$ cat config.mk
export PLATFORM = sky130hd
export DESIGN_NAME = ibus_fetch_bridge
export DESIGN_NICKNAME = d
export VERILOG_FILES = /design/src/rtl/ibus_fetch_bridge.sv
export SDC_FILE = /design/constraint.sdc
export NUM_CORES = 1
export LEC_CHECK = 0
export BUFFER_PORTS_ARGS = -buffer_cell sky130_fd_sc_hd__clkbuf_2
export CORE_MARGIN = 2
export CORE_UTILIZATION = 47
export CTS_CLUSTER_SIZE = 12
export DETAILED_ROUTE_END_ITERATION = 12
export PLACE_DENSITY_LB_ADDON = 0.3
export SLEW_MARGIN = 20
export SYNTH_ARGS = -nofsm -noshare
export SYNTH_HDL_FRONTEND = slang
export SYNTH_SLANG_ARGS = --single-unit
$ cat constraint.sdc
create_clock -name clk -period 2.4 [get_ports clk]
set_clock_uncertainty 0.1 [all_clocks]
set_input_delay 0.72 -clock clk [delete_from_list [all_inputs] [get_ports clk]]
set_output_delay 0.72 -clock clk [all_outputs]
set_load 0.005 [all_outputs]
$ cat src/rtl/ibus_fetch_bridge.sv
// ============================================================================
// ibus_fetch_bridge : single-outstanding instruction-bus fetch bridge
// Revision 1.0
// ============================================================================
`default_nettype none

module ibus_fetch_bridge #(
  parameter logic [31:0] NOP = 32'h0000_0000
) (
  input  logic        clk,
  input  logic        resetn,
  input  logic [31:0] pc,
  input  logic        pc_valid,
  input  logic        flush,
  input  logic        stall_downstream,
  output logic        ireq_valid,
  output logic [31:0] ireq_addr,
  input  logic        ireq_addr_ok,
  input  logic        iresp_data_ok,
  input  logic [31:0] iresp_data,
  output logic [31:0] raw_instr,
  output logic        instr_valid,
  output logic        exc_adel,
  output logic        fetch_stall
);

  localparam logic [2:0] S_IDLE    = 3'd0;
  localparam logic [2:0] S_REQ     = 3'd1;
  localparam logic [2:0] S_WAIT    = 3'd2;
  localparam logic [2:0] S_DISCARD = 3'd3;
  localparam logic [2:0] S_DONE    = 3'd4;

  logic [2:0]  state_q, state_d;
  logic [31:0] addr_q, addr_d;
  logic [31:0] instr_q, instr_d;
  logic        exc_q, exc_d;
  logic        drop_q, drop_d;

  always_comb begin
    state_d = state_q;
    addr_d  = addr_q;
    instr_d = instr_q;
    exc_d   = exc_q;
    drop_d  = drop_q;
    case (state_q)
      S_IDLE: begin
        if (pc_valid && !flush) begin
          if (pc[1:0] == 2'b00) begin
            state_d = S_REQ;
            addr_d  = pc;
          end else begin
            state_d = S_DONE;
            instr_d = NOP;
            exc_d   = 1'b1;
          end
        end
      end
      S_REQ: begin
        // The request is never withdrawn; a flush only marks its response for dropping.
        if (ireq_addr_ok) begin
          state_d = (drop_q || flush) ? S_DISCARD : S_WAIT;
          drop_d  = drop_q || flush;
        end else if (flush) begin
          drop_d = 1'b1;
        end
      end
      S_WAIT: begin
        if (flush) begin
          state_d = iresp_data_ok ? S_IDLE : S_DISCARD;
        end else if (iresp_data_ok) begin
          state_d = S_DONE;
          instr_d = iresp_data;
          exc_d   = 1'b0;
        end
      end
      S_DISCARD: begin
        if (iresp_data_ok) begin
          state_d = S_IDLE;
          drop_d  = 1'b0;
        end
      end
      S_DONE: begin
        if (flush || !stall_downstream) begin
          state_d = S_IDLE;
        end
      end
      default: state_d = S_IDLE;
    endcase
  end

  always_ff @(posedge clk or negedge resetn) begin
    if (!resetn) begin
      state_q <= S_IDLE;
      addr_q  <= 32'h0000_0000;
      instr_q <= NOP;
      exc_q   <= 1'b0;
      drop_q  <= 1'b0;
    end else begin
      state_q <= state_d;
      addr_q  <= addr_d;
      instr_q <= instr_d;
      exc_q   <= exc_d;
      drop_q  <= drop_d;
    end
  end

  assign ireq_valid  = (state_q == S_REQ);
  assign ireq_addr   = addr_q;
  assign instr_valid = (state_q == S_DONE);
  assign raw_instr   = instr_valid ? instr_q : NOP;
  assign exc_adel    = instr_valid && exc_q;
  assign fetch_stall = (state_q == S_REQ) || (state_q == S_WAIT) ||
                       (state_q == S_DISCARD) || ((state_q == S_IDLE) && pc_valid);

endmodule

`default_nettype wire

==> results of run 1 <==
what timing repair did:
action | 4_1_cts | 5_1_grt
pin swaps | 1 | 9
setup buffers | 3 | 1
endpoints found under the setup margin | 33 | 33
gates resized for setup | 5 | 32
cloned | 1 | 4
cell families (layout without fill, tap and decap cells):
logic type / after synthesis / after routing / synth area share
simple gates: 124 / 124 / 0.2007
flops: 69 / 69 / 0.5700
compound gates: 41 / 41 / 0.07353
mux: 31 / 31 / 0.1152
buf+inv: 20 / 171 / 0.04048
layer usage:
metal,track usage,share of wire
met5,0,0
met4,0.07038,0.012
met3,0.05998,0.087
met2,0.3218,0.45
met1,0.2408,0.45
path summary, 6_finish.rpt:
kind,startpoint,to,cells after the start
worst min register to register,instr_q[21],instr_q[21],2
min in group clk,instr_q[21],instr_q[21],2
worst min-delay path,resetn,ireq_addr[17],2
worst max register to register,state_q[0],ireq_addr[31],5
worst max-delay path,state_q[0],raw_instr[23],5
max in group asynchronous,resetn,state_q[2],2
per-stage QoR:
stage	power, mW	std cells	setup TNS [ps]	setup slack [ps]	area [um^2]
4_1_cts	4.202	508	0	3.017	4084
2_1_floorplan	2.594	285	0	177.9	3029
6_report	4.257	513	0	49.97	4258
5_1_grt	4.586	513	-278.5	-25.02	4258
3_3_place_gp	3.125	488	0	127.7	3819
3_5_place_dp	3.190	488	0	101.9	3819
cell type report:
type	count	area, um^2	share of cell area
Multi-Input combinational cell	196	1235	0.2900
Clock buffer	12	145.1	0.03409
Clock inverter	4	47.55	0.01117
Tap cell	77	96.34	0.02263
Timing Repair Buffer	154	999.7	0.2348
Inverter	1	3.754	0.0008816
Sequential cell	69	1730	0.4064
sequential cells by signal, indices dropped and copies added, names as in the netlist:
signal and cells:
state_q 3, ireq_addr 32, instr_q 32, exc_q 1
drop_q 1
power by group through the flow:
stage | clock, mW | combinational [mW] | sequential (mW)
2_1_floorplan | 0 | 0.745 | 1.85
3_3_place_gp | 0 | 1.23 | 1.89
3_5_place_dp | 0 | 1.28 | 1.91
4_1_cts | 0.942 | 1.39 | 1.87
5_1_grt | 0.993 | 1.67 | 1.92
6_report | 0.912 | 1.49 | 1.86
worst max-delay path: stages, from the launching register on:
cell	delay (ps)
dfrtp_2	420
nor3_4	220
buf_12	170
clkbuf_16	160
and2_1	120
clkbuf_2	100
synth_stat cells (2+ instances only):
master / number / area, um^2
mux2_2: 27 / 304.0
nor3_1: 3 / 15.01
buf_4: 4 / 30.03
buf_2: 2 / 10.01
buf_6: 4 / 45.04
nor2b_1: 3 / 18.77
mux2_1: 4 / 45.04
dfrtp_1: 69 / 1727
nand3b_1: 3 / 22.52
nor2_1: 3 / 11.26
clkbuf_1: 9 / 33.78
o21ai_0: 29 / 145.1
and2_1: 33 / 206.5
nand2b_1: 4 / 25.02
a21oi_1: 2 / 10.01
o21ai_1: 5 / 25.02
nand2_1: 70 / 262.8
==> results.yml, run 1 <==
min_path:
  hold_path.class: "input port to async pin"
die:
  die_h_um: 84.28
  dieArea_mm2: 0.007103
  initial_core_util: 0.4826
  rows: 29
  coreArea_mm2: 0.006277
  io_pins: 139
  die_w_um: 84.28
finish:
  final_common_cell: "clkbuf_2"
  nets: 502
  fillers: 534
  drive_gt1_frac: 0.4931
  insertedDiodeCount: 0
  area_growth_pct: 40.56
  fin_util: 0.6783
  final_cell_mix: "clkbuf_2, nand2_1, dfrtp_1"
clock_tree:
  cts_buffers: 9
  clockBufferDepth: 2
  clockRootBuffer: "clkbuf_8"
  cts_tree: "yes"
  cts_hold_buf: 0
  cts_num_sinks: 69
  clk_pin_slew_ps: 70
  worstSkewPairLatency_ps: 330
  cts_max_level: 3
timing:
  setup_violations: 0
  hold_ws_ps: 295.1
  slew_headroom: 0.7655
  rsz0062_at_grt: "true"
  slew_violations: 0
  post-route-min-period_ps: 2350
  timing.fmax_ghz: 0.4255
  tightest_slew_ps: 349.0
  finalHoldViolCount: 0
  period_share: 0.9792
drt:
  routed_wl_um: 6737
  drc: 0
  via_per_inst: 4.803
  drt_iter0_drc: 43
  num_vias: 2464
  drt_first_pass_iters: 4
  ant_nets: 0
  wl_per_cell_um: 13.13
global_route:
  gr-total-overflow: 0
  grt_pass1_vias: 2434
  grt_pass1_wl_um: 11020
  antenna_found_initial: 0
  grtUsageTotal: 0.1942
  grt_max_degree: 70
power:
  p_seq_frac: 0.436
  p_clk_frac: 0.214
  power.net_switching_mw: 1.332
  powerDensity_mw_per_mm2: 999.8
  vdd_ir_drop_max_mv: 0.5582
  swShare: 0.3129
  p_leak_nw: 2.148
  internal_power_mw: 2.925
  p_comb_frac: 0.349
run:
  drv_cap: 0
synthesis:
  synthFlopType: "dfrtp_1"
  synth.distinct_cells: 28
  synth_enable_flop_cells: 0
  netlist_instances: 285
  ys_ff_latch: 69
  ys_seq_area_frac: 0.5700
  syn_nets: 356
  synth_area_mm2: 0.003029
  synth-warning-count: 0
  ys_async_sr_fraction: 1.000
  avgSynthCellArea_um2: 10.63
worst_setup_path:
  cp-end-kind: "output pin"
  rrSetupSlack_ps: 200
  startpoint_type: "register"
  crit_type: "register to output pin"
  worstPathArrival_ps: 1530
  critPathRequiredTime_ps: 1580
  path_max_fanout: 8
place:
  dp_hpwl_um: 4354
  port_buffers: 138
  gp_congestion: 0.7876
status:
  status: "finished clean"
Note: power is estimated with default switching activity, not from simulation.
==> run 2: changes to the inputs <==
--- a/config.mk
+++ b/config.mk
@@ -6,6 +6,7 @@
 export NUM_CORES = 1
 export LEC_CHECK = 0
 export BUFFER_PORTS_ARGS = -buffer_cell sky130_fd_sc_hd__clkbuf_2
+export CORE_ASPECT_RATIO = 0.5
 export CORE_MARGIN = 2
 export CORE_UTILIZATION = 47
 export CTS_CLUSTER_SIZE = 12
==> run 2 against run 1 <==
Net effect: count of clock-buffer cells in the layout decreased by 1; maximum frequency decreased by 1.6%; setup slack got worse by 37 ps; combinational power decreased by 5%; core utilization increased by 1.1 points; sequential power about the same; cell area decreased by 0.29%; critical path depth unchanged; critical endpoint is now raw_instr[1]; largest cell class unchanged; highest routed layer unchanged.
==> results.yml, run 2 (synthesis results as in run 1) <==
drt:
  drt_iter0_drc: 134
  wl_per_cell_um: 13.42
  num_vias: 2558
  drc: 0
  via_per_inst: 4.854
  drt_first_pass_iters: 4
  routed_wl_um: 7070
  ant_nets: 0
die:
  initial_core_util: 0.4921
  coreArea_mm2: 0.006156
  rows: 20
  dieArea_mm2: 0.007142
  io_pins: 139
  die_w_um: 117.5
  die_h_um: 60.77
global_route:
  grt_max_degree: 68
  grt_pass1_wl_um: 10750
  grt_pass1_vias: 2457
  grtUsageTotal: 0.1927
  gr-total-overflow: 0
  antenna_found_initial: 0
timing:
  rsz0062_at_grt: "true"
  post-route-min-period_ps: 2387
  setup_violations: 0
  timing.fmax_ghz: 0.4189
  tightest_slew_ps: 584.6
  slew_violations: 0
  period_share: 0.9948
  finalHoldViolCount: 0
  slew_headroom: 0.6103
finish:
  final_common_cell: "clkbuf_2"
  area_growth_pct: 40.15
  final_cell_mix: "clkbuf_2, nand2_1, dfrtp_1"
  drive_gt1_frac: 0.4715
  nets: 505
  final_area_mm2: 0.004245
  insertedDiodeCount: 0
  fillers: 502
  layoutNonFillerInstCount: 527
power:
  p_clk_frac: 0.277
  powerDensity_mw_per_mm2: 1074
  p_leak_nw: 2.163
  p_comb_frac: 0.312
  vdd_ir_drop_max_mv: 0.5400
  internal_power_mw: 3.187
  p_seq_frac: 0.411
  power.net_switching_mw: 1.372
  swShare: 0.3009
  totalPowerFinal_mw: 4.558
clock_tree:
  clockRootBuffer: "clkbuf_16"
  cts_max_level: 3
  clk_pin_slew_ps: 50
  cts_tree: "yes"
  cts_buffers: 9
  cts_num_sinks: 69
  clockBufferDepth: 2
  worstSkewPairLatency_ps: 320
  cts_hold_buf: 0
run:
  drv_cap: 0
place:
  placed_cell_area_mm2: 0.003847
  port_buffers: 138
  dp_hpwl_um: 4766
  place.detailed.instances: 501
  gp_congestion: 0.8494
worst_setup_path:
  startpoint: "state_q[0]"
  rrSetupSlack_ps: 200
  startpoint_type: "register"
  cp-end-kind: "output pin"
  crit-reg2reg-launch: "state_q[1]"
  crit_type: "register to output pin"
  critPathRequiredTime_ps: 1580
  worstPathArrival_ps: 1570
  path_max_fanout: 9
status:
  status: "finished clean"
min_path:
  hold_path.class: "input port to async pin"
run 2: cell count changes in the layout (fill, tap and decap cells not counted), sizes merged:
cell / change
clkinvlp: -1
buf: -11
clkbuf: +13
clkinv: +2
run 2: critical path, stage by stage (launching register included):
cell	delay, ps
dfrtp_1	430
nor3_4	270
buf_6	160
buf_6	140
and2_1	140
clkbuf_2	110
run 2: timing repair:
action | CTS | global route
hold endpoints to repair | 0 | 0
buffers inserted | 0 | 6
setup endpoints to repair | 33 | 33
resized for setup | 1 | 16
cloned | 0 | 4
run 2: path summary, 6_finish.rpt:
path                                       to  cells past startpoint
worst max-delay path             raw_instr[1]                      5
worst min-delay path              instr_q[30]                      1
worst max register to register  ireq_addr[22]                      5
worst min register to register    instr_q[18]                      2
max in group asynchronous       ireq_addr[20]                      2
min in group clk                  instr_q[18]                      2
run 2: power by group through the flow:
stage,registers [mW],clock network [mW],logic [mW]
global route,1.94,1.34,1.58
CTS,1.88,1.29,1.31
finish,1.87,1.26,1.42
detailed placement,1.89,0,1.30
floorplan,1.85,0,0.745
global placement,1.86,0,1.24
run 2: layer usage:
metal / up-vias / share of wire / global-route usage
met1: 1219 / 0.42 / 0.2147
met5: - / 0 / 0
met2: 90 / 0.51 / 0.3642
li1: 1242 / - / -
met4: 0 / 0.014 / 0.08262
met3: 7 / 0.054 / 0.05451
run 2: final cells by class:
| class | count | area, um^2 | area share |
|---|---|---|---|
| clock buffers | 11 | 242.7 | 0.05718 |
| repair buffers | 157 | 903.4 | 0.2128 |
| flip-flops and latches | 69 | 1728 | 0.4070 |
| inverters | 1 | 3.754 | 0.0008842 |
| well taps | 88 | 110.1 | 0.02594 |
| clock inverters | 5 | 50.05 | 0.01179 |
| multi-input cells | 196 | 1207 | 0.2844 |
run 2: per-stage QoR:
step / setup slack, ps / setup TNS (ps) / utilization / hold slack (ps)
final: 12.56 / 0 / 0.6896 / 302.6
after CTS: 7.180 / 0 / 0.6732 / 317.8
after floorplan: 177.9 / 0 / - / 324.4
after global routing: -38.09 / -744.3 / 0.6896 / 345.4
after global placement: 129.5 / 0 / 0.6250 / 353.4
after detailed placement: 83.98 / 0 / 0.6250 / 362.4
==> run 3: changes to the inputs <==
--- a/config.mk
+++ b/config.mk
@@ -12,6 +12,7 @@
 export CTS_CLUSTER_SIZE = 12
 export DETAILED_ROUTE_END_ITERATION = 12
 export PLACE_DENSITY_LB_ADDON = 0.3
+export RECOVER_POWER = 50
 export SLEW_MARGIN = 20
 export SYNTH_ARGS = -nofsm -noshare
 export SYNTH_HDL_FRONTEND = slang
==> constraint.sdc (replaced) <==
create_clock -name clk -period 2.4 [get_ports clk]
set_clock_uncertainty 0.1 [all_clocks]
set_input_delay 0.72 -clock clk [delete_from_list [all_inputs] [get_ports clk]]
set_output_delay 0.72 -clock clk [all_outputs]
set_load 0.02 [all_outputs]
==> run 3 against run 2 <==
Net effect: critical endpoint is now exc_adel; global-route usage down 0.12 points; largest power group unchanged; register-to-register slack worse by 20 ps; maximum frequency up 2.6%.
==> results.yml, run 3 (synthesis results as in run 1) <==
status:
  status: "finished clean"
global_route:
  grt_pass1_wl_um: 10670
  grt_max_degree: 35
  gr-total-overflow: 0
  grtUsageTotal: 0.1915
  antenna_found_initial: 0
  grt_pass1_vias: 2362
drt:
  ant_nets: 0
  wl_per_cell_um: 12.87
  drt_first_pass_iters: 4
  num_vias: 2473
  drc: 0
  routed_wl_um: 6716
  drt_iter0_drc: 136
  via_per_inst: 4.738
die:
  initial_core_util: 0.4921
  die_w_um: 117.5
  die_h_um: 60.77
  io_pins: 139
  dieArea_mm2: 0.007142
  rows: 20
  coreArea_mm2: 0.006156
finish:
  final_common_cell: "clkbuf_2"
  fillers: 535
  multi_input_area_mm2: 0.001205
  drive_gt1_frac: 0.3917
  insertedDiodeCount: 0
  final_area_mm2: 0.004207
  nets: 500
  fin_util: 0.6833
  area_growth_pct: 38.87
  final_cell_mix: "clkbuf_2, nand2_1, dfrtp_1"
  ff_latch_area_mm2: 0.001730
place:
  port_buffers: 138
  gp_congestion: 0.9113
  placed_cell_area_mm2: 0.003860
  dp_hpwl_um: 4846
clock_tree:
  clockRootBuffer: "clkbuf_16"
  cts_tree: "yes"
  cts_num_sinks: 69
  worstSkewPairLatency_ps: 320
  cts_max_level: 3
  clockBufferDepth: 2
  cts_buffers: 9
  clk_pin_slew_ps: 60
worst_setup_path:
  crit_type: "register to output pin"
  startpoint_type: "register"
  rr_worst_depth: 5
  path_max_fanout: 18
  critPathRequiredTime_ps: 1580
  crit-reg2reg-launch: "state_q[0]"
  worstPathArrival_ps: 1510
  cp-end-kind: "output pin"
  r2r-end: "ireq_addr[3]"
  rrSetupSlack_ps: 180
timing:
  post-route-min-period_ps: 2326
  tightest_slew_ps: 1314
  slew_headroom: 0.1238
  period_share: 0.9693
  timing.fmax_ghz: 0.4299
  setup_violations: 0
  finalHoldViolCount: 0
  slew_violations: 0
power:
  p_leak_nw: 2.038
  totalPowerFinal_mw: 5.035
  vdd_ir_drop_max_mv: 0.6357
  powerDensity_mw_per_mm2: 1197
min_path:
  hp-start: "instr_q[6]"
  hold_path.class: "register to register"
  min_to: "instr_q[6]"
  whs_path_depth: 2
run:
  drv_cap: 0
run 3: changes by cell type in the layout (fill, tap and decap cells not counted), sizes merged:
cell and delta:
bufinv +2, clkinvlp +2, buf -8, clkbuf +2, clkinv -3
run 3: where the power goes:
group / internal [mW] / switching (mW) / leakage [nW]
Combinational: 0.648 / 1.00 / 0.984
Sequential: 1.63 / 0.251 / 0.890
Clock: 1.04 / 0.463 / 0.165
Total: 3.32 / 1.72 / 2.04
run 3: cell type report:
class	count	share of cell area
clock buffers	10	0.05681
inverters	1	0.0008923
flip-flops and latches	69	0.4114
well taps	88	0.02618
repair buffers	152	0.1921
clock inverters	6	0.02618
multi-input cells	196	0.2864
run 3: layer usage:
metal | wire (um) | global-route usage | part of all wire
met5 | 0 | 0 | 0
met4 | 27 | 0.04991 | 0.0040
met3 | 354 | 0.05451 | 0.053
met2 | 3532 | 0.3693 | 0.53
met1 | 2801 | 0.2190 | 0.42
run 3: metrics by stage:
stage               setup TNS, ps  worst slack, ps  instances  hold slack, ps
detailed placement              0            96.43        501           361.7
global route               -48.79           -11.29        522           391.1
floorplan                       0            50.47        285           324.4
finish                          0            73.63        522           368.4
CTS                        -7.207           -6.617        517           311.6
global placement                0            136.0        501           353.4
run 3: how the worst max path moves through the flow:
stage / from / endpoint / slack (ps) / depth (start not counted)
finish: state_q[0] / exc_adel / 70 / 4
global route: state_q[0] / raw_instr[1] / -10 / 4
CTS: state_q[0] / exc_adel / -7 / 4
detailed placement: pc[1] / ireq_addr[3] / 100 / 5
global placement: pc[1] / ireq_addr[8] / 140 / 5
floorplan: state_q[0] / raw_instr[23] / 50 / 4
run 3: critical path: stages, from the launching register on:
cell	delay [ps]
dfrtp_2	450
nor3_4	240
buf_6	190
and2_1	140
clkbuf_2	160
run 3: timing repair:
| item | CTS | global route |
|---|---|---|
| gates resized for setup | 2 | 5 |
| endpoints found under the hold margin | 0 | 0 |
| setup buffers | 0 | 5 |
| hold buffers | 0 | 0 |
| setup endpoints to repair | 33 | 33 |
